==> src/rtl/if_fetch_if.sv <==
// if_fetch_if: byte-wide instruction memory read port (request/address out, data/ack back).
interface if_fetch_if #(parameter int ADDR_WIDTH = 32);
    logic                  mem_req;
    logic [ADDR_WIDTH-1:0] mem_addr;
    logic [7:0]            mem_data;
    logic                  mem_ack;
    modport master (output mem_req, mem_addr, input mem_data, mem_ack);
    modport slave  (input mem_req, mem_addr, output mem_data, mem_ack);
endinterface

==> src/rtl/if_fetch.sv <==
// if_fetch: assembles a 32-bit little-endian instruction from byte reads and owns the IF/ID register.
module if_fetch #(
    parameter int          ADDR_WIDTH = 32,
    parameter logic [31:0] NOP_INST   = 32'h00000013
) (
    input  logic                  clk,
    input  logic                  rst,
    input  logic [ADDR_WIDTH-1:0] pc_i,
    input  logic                  ce_i,
    input  logic [5:0]            stall,
    input  logic                  branch_flag_i,
    if_fetch_if.master            mem,
    output logic                  stallreq_o,
    output logic [ADDR_WIDTH-1:0] if_pc_o,
    output logic [31:0]           if_inst_o
);
    typedef enum logic [1:0] {S_IDLE, S_REQ, S_DONE} state_t;
    state_t                state_q, state_d;
    logic [1:0]            cnt_q, cnt_d;
    logic [31:0]           buf_q, buf_d, if_inst_d;
    logic [ADDR_WIDTH-1:0] if_pc_d;
    always_ff @(posedge clk) begin
        if (rst) begin
            state_q   <= S_IDLE;
            cnt_q     <= 2'd0;
            buf_q     <= 32'd0;
            if_pc_o   <= '0;
            if_inst_o <= NOP_INST;
        end else begin
            state_q   <= state_d;
            cnt_q     <= cnt_d;
            buf_q     <= buf_d;
            if_pc_o   <= if_pc_d;
            if_inst_o <= if_inst_d;
        end
    end
    // A taken branch discards the partial word; the byte acked in that cycle is dropped.
    always_comb begin
        state_d   = state_q;
        cnt_d     = cnt_q;
        buf_d     = buf_q;
        if_pc_d   = if_pc_o;
        if_inst_d = if_inst_o;
        if (branch_flag_i) begin
            state_d = ce_i ? S_REQ : S_IDLE;
            cnt_d   = 2'd0;
            if (!stall[1]) begin
                if_pc_d   = '0;
                if_inst_d = NOP_INST;
            end
        end else begin
            case (state_q)
                S_IDLE: if (ce_i) begin
                    state_d = S_REQ;
                    cnt_d   = 2'd0;
                end
                S_REQ: begin
                    if (mem.mem_ack) begin
                        buf_d[{cnt_q, 3'b000} +: 8] = mem.mem_data;
                        cnt_d = cnt_q + 2'd1;
                        state_d = (cnt_q == 2'd3) ? S_DONE : S_REQ;
                    end
                    if (!stall[1]) begin
                        if_pc_d   = '0;
                        if_inst_d = NOP_INST;
                    end
                end
                S_DONE: if (!stall[1]) begin
                    state_d   = S_REQ;
                    cnt_d     = 2'd0;
                    if_pc_d   = pc_i;
                    if_inst_d = buf_q;
                end
                default: state_d = S_IDLE;
            endcase
            if (!ce_i) begin
                state_d = S_IDLE;
                cnt_d   = 2'd0;
            end
        end
    end
    always_comb begin
        mem.mem_req  = (state_q == S_REQ) & ~branch_flag_i;
        mem.mem_addr = pc_i + ADDR_WIDTH'(cnt_q);
        stallreq_o   = ce_i & (state_q != S_DONE) & ~branch_flag_i;
    end
endmodule

==> src/flat_wrapper.sv <==
// flat-port wrapper written by rule: the top's interface ports become plain ports
module if_fetch_flat 
#(
    parameter int          ADDR_WIDTH = 32,
    parameter logic [31:0] NOP_INST   = 32'h00000013
)
  (clk, rst, pc_i, ce_i, stall, branch_flag_i, stallreq_o, if_pc_o, if_inst_o, mem_mem_req, mem_mem_addr, mem_mem_data, mem_mem_ack);
  if_fetch_if #(.ADDR_WIDTH(ADDR_WIDTH)) mem_i ();
  input  logic clk;
  input  logic rst;
  input  logic [ADDR_WIDTH-1:0] pc_i;
  input  logic ce_i;
  input  logic [5:0] stall;
  input  logic branch_flag_i;
  output logic stallreq_o;
  output logic [ADDR_WIDTH-1:0] if_pc_o;
  output logic [31:0] if_inst_o;
  output wire logic [$bits(mem_i.mem_req)-1:0] mem_mem_req;
  output wire logic [$bits(mem_i.mem_addr)-1:0] mem_mem_addr;
  input wire logic [$bits(mem_i.mem_data)-1:0] mem_mem_data;
  input wire logic [$bits(mem_i.mem_ack)-1:0] mem_mem_ack;
  assign mem_mem_req = mem_i.mem_req;
  assign mem_mem_addr = mem_i.mem_addr;
  assign mem_i.mem_data = mem_mem_data;
  assign mem_i.mem_ack = mem_mem_ack;
  if_fetch #(.ADDR_WIDTH(ADDR_WIDTH), .NOP_INST(NOP_INST)) u_core (.clk(clk), .rst(rst), .pc_i(pc_i), .ce_i(ce_i), .stall(stall), .branch_flag_i(branch_flag_i), .mem(mem_i), .stallreq_o(stallreq_o), .if_pc_o(if_pc_o), .if_inst_o(if_inst_o));
endmodule
==> config.mk <==
export PLATFORM = sky130hd
export DESIGN_NAME = if_fetch_flat
export DESIGN_NICKNAME = d
export VERILOG_FILES = /design/src/rtl/if_fetch_if.sv /design/src/rtl/if_fetch.sv /design/src/flat_wrapper.sv
export SDC_FILE = /design/constraint.sdc
export NUM_CORES = 1
export LEC_CHECK = 0
export ABC_AREA = 1
export BUFFER_PORTS_ARGS = -buffer_cell sky130_fd_sc_hd__buf_2
export CAP_MARGIN = 20
export CORE_MARGIN = 10
export CORE_UTILIZATION = 47
export DETAILED_ROUTE_END_ITERATION = 7
export GPL_TIMING_DRIVEN = 0
export PLACE_DENSITY = 0.84
export SETUP_SLACK_MARGIN = 0.1
export SLEW_MARGIN = 20
export SYNTH_ARGS = -nofsm -noshare
export SYNTH_HDL_FRONTEND = slang
export SYNTH_SLANG_ARGS = --single-unit
==> constraint.sdc <==
create_clock -name clk -period 1.9 [get_ports clk]
set_clock_uncertainty 0.2 [all_clocks]
set_input_delay 0.285 -clock clk [delete_from_list [all_inputs] [get_ports clk]]
set_output_delay 0.285 -clock clk [all_outputs]
set_load 0.01 [all_outputs]
==> results.toml, run 1 <==
[sta]
fin_crit_sh = 1.32
slew_violations = 0
finalHoldViolCount = 0
worstMarginPinSlew_ns = 0.507
finalSetupViolCount = 33
period_needed_ns = 2.52
slew_headroom = 0.660
max_freq_mhz = 397
finalSetupTns_ns = -14.95
rsz0062_at_grt = "yes"
setup_slack_ns = -0.617

[cells_and_area]
diodes = 0
layout-drive-gt1-share = 0.286
final_net_count = 985
seqCellArea_sq_um = 2010
fin_util = 0.652
fillers = 864
area_delta_synth_final_pct = 35.4
multi_input_area_sq_um = 2820

[setup_path]
cp_max_fo = 3
path_delay_family = "simple AND/OR/NAND/NOR gates"
crit_buf_inv = 3
start_kind = "flop"
cpPeakStageDelay_ns = 0.38
rr_worst_depth = 9
reg2reg_from = "u_core.cnt_q[0]"
r2r-end = "u_core.buf_q[23]"
crit_arrival_ns = 2.03
cp-startpoint = "u_core.cnt_q[0]"
critPathRequiredTime_ns = 1.41
crit_chain = "ha_4 -> inv_2 -> fa_2 -> inv_2 -> nand3_4 -> nor2_4 -> nand2_2 -> nor2_1 -> nand2_1 -> nand2_1 -> buf_2"
crit_cells = 11
crit_type = "flop to primary output"
r2r_setup_slack_ns = -0.01
worstSetupEndpointType = "primary output"
slowest_stage = "fa_2"
crit_path_end = "mem_mem_addr[18]"

[synthesis]
synth_top_family_by_area = "simple AND/OR/NAND/NOR gates"
ys_types = 28
synthSimpleGateAreaFrac = 0.355
ys_top_cells_by_area = "dfxtp_1 40%, nand2_1 21%, a21oi_1 9.7%, nor2_1 5.8%, nand3_1 4.6%"
synth-seq-area-share = 0.404
netlist_instances = 737
synth-xor-area-share = 0.0265
muxShareOfSynthArea = 0
synth-compound-area-share = 0.108
synthAdderAreaFrac = 0.0217
avgSynthCellArea_sq_um = 6.72
yosysWarnings = 0
synth.net_count = 796
syn_area_sq_um = 4950
yosys.area.top_type = "dfxtp_1"
synth-seq-cells = 100
netlist.area_leader.share = 0.404

[clock_tree]
cts_root_buf = "clkbuf_8"
cts_made_buffers = 9
cts_sinks = 100
clock_path_buffers = 2
cts.clk_slew.worst_paths_ns = 0.11
cts_max_level = 3
clock_latency_ns = 0.37
cts_tree = "yes"

[flow_run]
max-cap-violations = 0

[global_routing]
gr-total-overflow = 0
grt_max_degree = 20
grt_usage = 0.202
use_met3 = 0.0519
use_met2 = 0.343
grt_pass1_wl_mm = 25.1
grt_pass1_vias = 5131
antenna_found_initial = 0
use_met1 = 0.245
grt.busiest_layer = "met2"

[drt]
ant_nets = 0
dr_total_vias = 5505
drcViolationCount = 0
viasPerCell = 5.16
drt_iter0_markers = 630
drtPass1Iterations = 5
routed_wl_mm = 16.7
wire_per_inst_microns = 15.6

[power]
switchingPower_mw = 1.13
pwr-share-comb = 0.118
clkPwrFrac = 0.346
p_per_area_nw_per_um2 = 585
irDropWorstVdd_uv = 423
swShare = 0.289
seqPwrFrac = 0.536
internal-power_mw = 2.78
leakagePower_nw = 2.95

[die]
ios = 149
core_sq_um = 10300
rows = 37
start_util = 0.482
dieHeight_microns = 123
die-area_sq_um = 15000
die_w_microns = 123

[place]
hpwl_mm = 11.5
portBuffers = 142
dp_slack_ns = -0.403
gp_congestion = 0.920

[min_path]
min_path_type = "input pin to flop"

[status]
status = "complete, but fails checks"
violations = "setup timing"
==> worst min-delay path by stage <==
stage | from | to | slack, ns | cells after the start
after floorplan | u_core.buf_q[24] | u_core.buf_q[24] | 0.22 | 2
after global placement | u_core.buf_q[24] | u_core.buf_q[24] | 0.23 | 2
after detailed placement | u_core.buf_q[27] | u_core.buf_q[27] | 0.24 | 2
after CTS | pc_i[8] | u_core.if_pc_o[8] | 0.0007 | 3
after global routing | pc_i[0] | u_core.if_pc_o[0] | -0.005 | 3
final | pc_i[0] | u_core.if_pc_o[0] | 0.003 | 3
==> state kept, by name (all words and copies together) (netlist names) <==
signal            count
u_core.if_inst_o     32
u_core.state_q        2
u_core.if_pc_o       32
u_core.buf_q         32
u_core.cnt_q          2
==> power by group through the flow <==
| stage | sequential (mW) | clock [mW] | combinational (mW) |
|---|---|---|---|
| after global placement | 2.15 | 0 | 0.384 |
| after floorplan | 2.15 | 0 | 0.202 |
| after global routing | 2.10 | 1.46 | 0.498 |
| final | 2.10 | 1.35 | 0.463 |
| after detailed placement | 2.15 | 0 | 0.387 |
| after CTS | 2.10 | 1.38 | 0.432 |
==> routing by layer <==
| layer | up-vias | routed length, microns |
|---|---|---|
| met4 | 0 | 386 |
| met3 | 35 | 1420 |
| met5 | - | 0 |
| met2 | 251 | 8050 |
| li1 | 2701 | - |
| met1 | 2518 | 6800 |
==> synthesized netlist by cell type <==
library cell	number
nor2_1	76
clkbuf_1	9
nor2_4	2
nand3_2	1
nand2_2	1
a21oi_1	96
fa_1	1
nor3_1	1
xor2_1	8
o21ai_0	8
nand3b_1	7
buf_2	12
buf_4	2
buf_12	1
nand3_1	46
inv_1	51
dfxtp_1	100
nand2_8	2
nand2_1	278
nand4_1	3
ha_1	7
nor2_2	2
o21a_1	1
xnor2_1	7
buf_6	7
a21oi_2	1
nand2_4	3
inv_2	4
==> cell type report <==
cell class / count / area share
Buffer: 30 / 0.0302
Multi-Input combinational cell: 551 / 0.420
Inverter: 55 / 0.0314
Tap cell: 136 / 0.0254
Clock buffer: 9 / 0.0185
Clock inverter: 7 / 0.0105
Sequential cell: 100 / 0.300
Timing Repair Buffer: 179 / 0.164
==> tightest hold or removal path: stages <==
cell and delay [ns]:
buf_2 0.13, nand2_1 0.07, a21oi_1 0.06
==> placed cells by master (no fill, tap or decap), drive strengths merged <==
cell           n
clkbuf        18
fa             1
dfxtp        100
ha             7
o21a           1
xnor2          7
clkinvlp       1
nand4          3
o21ai          8
nor2          80
a21oi         97
nand3b         7
clkinv         4
dlygate4sd3   18
nand2        284
buf          182
xor2           8
inv           57
nand3         47
nor3           1
==> metrics by stage <==
step                      hold WS (ns)  instance area, sq um  power, mW  instances
after floorplan                  0.221                  5010       2.35        737
after global placement           0.231                  5890       2.54       1015
after detailed placement         0.236                  5890       2.54       1015
after CTS                     0.000680                  6530       3.92       1061
after global routing          -0.00476                  6700       4.06       1067
final                          0.00260                  6700       3.92       1067
==> cell families after synthesis <==
logic type / after synthesis
AOI/OAI and AO/OA: 106
xor gates and xnor gates: 15
adders and majority gates: 8
buffers and inverters: 86
DFF: 100
and+or+nand+nor: 422
==> what timing repair did <==
action / 4_1_cts / 5_1_grt
gates cloned: 0 / 0
endpoints found under the setup margin: 64 / 64
endpoints found under the hold margin: 18 / 0
setup buffers: 13 / 7
gates resized for setup: 46 / 27
pin swaps: 12 / 9
hold buffers: 18 / 0
(Power assumes the default switching activity.)
==> run 2: changes to the inputs <==
CORE_UTILIZATION = 24   (was 47)
PLACE_DENSITY = 0.52   (was 0.84)
==> run 2 against run 1 <==
Compared with the run above:
- clock-buffer cell count is 1 higher
- the run still ends with setup timing left
- first-iteration DRC count is 59% lower
- design area is 7.1% higher
- combinational power is 1% higher
- clock power is 39% higher
- setup slack worse by 0.023 ns
- via count is 5.3% lower
- power is 13% higher
- highest routed layer unchanged
- sequential cell count stayed put
- utilization is 30 points lower
- non-clock buffer count is 9 lower
==> results.toml, run 2 (synthesis gave the netlist of run 1 again) <==
[status]
status = "complete, but fails checks"
violations = "setup timing"

[power]
total_power_mw = 4.44
seqPwrFrac = 0.473
p_per_area_nw_per_um2 = 618
pwr-share-comb = 0.106
leakagePower_nw = 2.98
internal-power_mw = 3.22
irDropWorstVdd_uv = 444
clkPwrFrac = 0.421
switchingPower_mw = 1.22
swShare = 0.274

[setup_path]
start_kind = "flop"
crit_arrival_ns = 2.06
cp_max_fo = 3
slowest_stage = "fa_2"
worstSetupEndpointType = "primary output"
cpPeakStageDelay_ns = 0.39
crit_type = "flop to primary output"
cp-startpoint = "u_core.cnt_q[0]"
critPathRequiredTime_ns = 1.41
path_delay_family = "simple AND/OR/NAND/NOR gates"
crit_chain = "ha_4 -> inv_2 -> fa_2 -> inv_2 -> nand3_4 -> nor2_4 -> nand2_2 -> nor2_1 -> nand2_1 -> nand2_1 -> buf_2"
r2r-end = "u_core.buf_q[30]"
crit_path_end = "mem_mem_addr[18]"
crit_cells = 11
reg2reg_from = "u_core.cnt_q[0]"
rr_worst_depth = 10
crit_buf_inv = 3
r2r_setup_slack_ns = -0.05

[die]
dieHeight_microns = 164
die-area_sq_um = 26800
start_util = 0.244
core_sq_um = 20300
ios = 149
die_w_microns = 164
rows = 52

[place]
placed_cells = 1149
hpwl_mm = 13.7
gp_congestion = 0.837
portBuffers = 142
postPlaceCellArea_sq_um = 6050

[clock_tree]
clock_path_buffers = 2
cts_made_buffers = 9
clock_latency_ns = 0.35
cts_tree = "yes"
cts_sinks = 100
cts.clk_slew.worst_paths_ns = 0.07
cts_max_level = 3
cts_root_buf = "clkbuf_16"

[drt]
wl_met2_mm = 7.90
drtPass1Iterations = 4
ant_nets = 0
viasPerCell = 4.37
routed_wl_mm = 17.9
wl_met3_mm = 1.36
wire_per_inst_microns = 15.0
wl_met1_mm = 8.33
top_layer = "met4"
dr_total_vias = 5211
drt_iter0_markers = 257
drcViolationCount = 0

[sta]
rsz0062_at_grt = "yes"
slew_violations = 0
period_needed_ns = 2.54
hold_slack_ns = 0.0245
fin_crit_sh = 1.34
max_freq_mhz = 394
finalSetupViolCount = 42
setup_slack_ns = -0.640
finalHoldViolCount = 0
finalSetupTns_ns = -14.69
slew_headroom = 0.610
worstMarginPinSlew_ns = 0.586

[cells_and_area]
finalInstanceArea_sq_um = 7180
fin_cells = 1192
diodes = 0
final_net_count = 976
reg_top3 = "u_core.buf_q: 32 flops, u_core.if_inst_o: 32 flops, u_core.if_pc_o: 32 flops"
final_common_cell = "nand2_1"
layout-drive-gt1-share = 0.359
area_delta_synth_final_pct = 44.9
mostFrequentLayoutCells = "259 x nand2_1, 146 x buf_2, 97 x dfxtp_1"

[flow_run]
max-cap-violations = 0

[min_path]
min-delay-start = "pc_i[31]"
min_path_type = "input pin to flop"

[global_routing]
antenna_found_initial = 0
grt_max_degree = 20
grt_pass1_wl_mm = 27.6
grt_pass1_vias = 5056
grt_usage = 0.129
gr-total-overflow = 0
==> run 2: cell types whose count changed in the layout (fill, tap and decap cells not counted), moves of 9 or more <==
cell           before  now
nand3_2             1   24
nand3_1            42   19
nor2_1             68   52
clkbuf_16           0    9
a21oi_2             1   12
dlygate4sd3_1      18    1
a21oi_1            96   85
==> run 2: per-stage QoR <==
step | setup WS, ns | utilization
2_1_floorplan | -0.107 | -
6_report | -0.640 | 0.354
3_5_place_dp | -0.540 | 0.298
3_3_place_gp | -0.564 | 0.298
4_1_cts | -0.717 | 0.326
5_1_grt | -0.743 | 0.354
==> run 2: worst reg2reg max path, cell delays in order (launching register included) <==
cell and delay [ns]:
dfxtp_4 0.37, buf_4 0.11, buf_8 0.11, clkinvlp_4 0.12
ha_4 0.25, buf_4 0.14, nor2_4 0.24, nand3_2 0.12
nand3_2 0.07, nand2_1 0.05, a21oi_1 0.11
==> run 2: metal layers <==
layer	global-route usage	up-vias
met2	0.202	147
li1	-	2686
met4	0.0301	0
met3	0.0415	17
met1	0.169	2361
met5	0	-
==> run 2: cell type report <==
cell class,instances,area [sq um]
plain buffers,29,201
clock buffers,10,239
clock inverters,6,63.8
fillers,2202,13100
inverters,55,218
multi-input cells,551,3090
flip-flops and latches,100,2010
well taps,270,338
repair buffers,171,1010
==> run 2: what timing repair did <==
item,4_1_cts,5_1_grt
pin swaps,10,29
buffers inserted,13,17
endpoints found under the hold margin,0,1
resized for setup,43,107
hold buffers,0,1
endpoints found under the setup margin,64,125
==> run 2: worst min path at each step <==
stage / slack, ns / cells past startpoint / to
after floorplan: 0.22 / 2 / u_core.buf_q[24]
after global placement: 0.23 / 2 / u_core.buf_q[27]
after detailed placement: 0.23 / 2 / u_core.buf_q[24]
after CTS: 0.005 / 3 / u_core.if_pc_o[1]
after global routing: 0.02 / 3 / u_core.if_pc_o[5]
final: 0.02 / 3 / u_core.if_pc_o[31]
==> run 2: power groups by stage <==
stage / logic, mW / clock network [mW] / registers [mW]
after global placement: 0.410 / 0 / 2.15
final: 0.469 / 1.87 / 2.10
after detailed placement: 0.409 / 0 / 2.15
after CTS: 0.426 / 1.96 / 2.10
after global routing: 0.513 / 2.03 / 2.10
after floorplan: 0.202 / 0 / 2.15
==> run 3: changes to the inputs <==
CTS_BUF_LIST = sky130_fd_sc_hd__clkbuf_4 sky130_fd_sc_hd__clkbuf_8   (was default)
SKIP_CTS_REPAIR_TIMING = 1   (was default)
==> run 3 against run 2 <==
Compared with the run above:
- the run ends with hold timing, setup timing left
- register-to-register slack lost 0.06 ns
- maximum frequency decreased by 5.2%
- clock-buffer cell count unchanged
- critical path depth down 1
- via count increased by 1.2%
- design area shrank 4.0%
- combinational power barely moved
- sequential share of layout area rose by 1.2 points
- critical path type unchanged
==> results.toml, run 3 (synthesis gave the netlist of run 1 again) <==
[die]
rows = 52
die_w_microns = 164
ios = 149
dieHeight_microns = 164
start_util = 0.244
die-area_sq_um = 26800
core_sq_um = 20300

[sta]
slew_violations = 0
hold_slack_ns = -0.00198
rsz0062_at_grt = "yes"
period_needed_ns = 2.68
setup_slack_ns = -0.779
finalSetupTns_ns = -17.30
finalHoldViolCount = 2
worstMarginPinSlew_ns = 0.565
finalSetupViolCount = 45
max_freq_mhz = 373
fin_crit_sh = 1.41
slew_headroom = 0.624

[place]
placed_cells = 1149
hpwl_mm = 13.7
gp_congestion = 0.837
portBuffers = 142

[power]
pwr-share-comb = 0.118
seqPwrFrac = 0.528
leakagePower_nw = 2.93
p_per_area_nw_per_um2 = 577
irDropWorstVdd_uv = 351
clkPwrFrac = 0.354
switchingPower_mw = 1.16
swShare = 0.291
internal-power_mw = 2.82

[min_path]
min_path_type = "input pin to flop"

[setup_path]
crit_type = "flop to primary output"
crit_arrival_ns = 2.19
critPathRequiredTime_ns = 1.41
cp_max_fo = 4
start_kind = "flop"
worstSetupEndpointType = "primary output"

[global_routing]
gr-total-overflow = 0
grt_pass1_vias = 4952
grt.busiest_layer = "met2"
use_met3 = 0.0385
grt_pass1_wl_mm = 27.2
grt_usage = 0.127
use_met1 = 0.168
use_met2 = 0.196
antenna_found_initial = 0
grt_max_degree = 20

[clock_tree]
cts_made_buffers = 9
cts_tree = "yes"
cts_max_level = 3
clock_latency_ns = 0.39
cts_root_buf = "clkbuf_8"
cts.clk_slew.worst_paths_ns = 0.11
clock_path_buffers = 2
cts_sinks = 100

[drt]
drcViolationCount = 0
viasPerCell = 4.40
ant_nets = 0
dr_total_vias = 5272
drtPass1Iterations = 4
routed_wl_mm = 17.9
wire_per_inst_microns = 15.0
drt_iter0_markers = 311

[status]
violations = "hold timing, setup timing"
status = "complete, but fails checks"

[flow_run]
max-cap-violations = 0

[cells_and_area]
reg_top3 = "u_core.buf_q: 32 flops, u_core.if_inst_o: 32 flops, u_core.if_pc_o: 32 flops"
fin_cells = 1197
mostFrequentLayoutCells = "265 x nand2_1, 149 x buf_2, 96 x dfxtp_1"
final_common_cell = "nand2_1"
diodes = 0
final_net_count = 981
area_delta_synth_final_pct = 39.1
fillers = 2226
layout-drive-gt1-share = 0.317
## run 3: cell count changes in the layout (fill, tap and decap cells not counted), moves of 4 or more
cell	delta
clkbuf_16	-9
nor2_4	-4
nand2_2	-6
nand3_1	+18
clkbuf_8	+9
buf_6	-9
nand3_2	-17
dlygate4sd3_1	+11
nand2_1	+6
nor2_2	+5
## run 3: layout make-up
type	count	area [sq um]	area share
Timing Repair Buffer	175	1020	0.148
Tap cell	270	338	0.0490
Buffer	30	210	0.0305
Sequential cell	100	2010	0.292
Clock buffer	10	138	0.0200
Clock inverter	6	63.8	0.00926
Multi-Input combinational cell	551	2890	0.420
Inverter	55	218	0.0316
## run 3: critical path: stages (launching register included)
cell and delay [ns]:
dfxtp_4 0.38, ha_4 0.13, inv_2 0.04, fa_2 0.45, inv_2 0.10, nand3_4 0.09
nor2_4 0.15, nand2_4 0.08, o21ai_1 0.13, nand2_1 0.09, buf_2 0.15
## run 3: routing by layer
layer / vias up / share of wire
li1: 2699 / -
met1: 2381 / 0.46
met2: 173 / 0.44
met3: 19 / 0.085
met4: 0 / 0.015
met5: - / 0
## run 3: worst paths after layout
kind | slack [ns] | cells after the start | endpoint | start
max | -0.78 | 10 | mem_mem_addr[18] | u_core.cnt_q[0]
min | -0.002 | 3 | u_core.if_pc_o[30] | pc_i[30]
max reg2reg | -0.11 | 10 | u_core.buf_q[22] | u_core.cnt_q[0]
min reg2reg | 0.25 | 2 | u_core.buf_q[24] | u_core.buf_q[24]
## run 3: power groups by stage
stage,Clock (mW),Sequential [mW],Combinational (mW)
6_report,1.41,2.10,0.470
5_1_grt,1.55,2.10,0.514
4_1_cts,1.49,2.10,0.410
3_5_place_dp,0,2.15,0.409
3_3_place_gp,0,2.15,0.410
2_1_floorplan,0,2.15,0.202
## run 3: per-stage QoR
| stage | total power [mW] | util | instance area [sq um] | hold slack, ns | setup slack [ns] |
|---|---|---|---|---|---|
| after floorplan | 2.35 | - | 5010 | 0.221 | -0.107 |
| after global placement | 2.56 | 0.298 | 6050 | 0.233 | -0.564 |
| after detailed placement | 2.56 | 0.298 | 6050 | 0.234 | -0.540 |
| after CTS | 4.01 | 0.308 | 6260 | -0.0521 | -1.00 |
| after global routing | 4.17 | 0.339 | 6890 | 0.00131 | -0.875 |
| final | 3.98 | 0.339 | 6890 | -0.00198 | -0.779 |
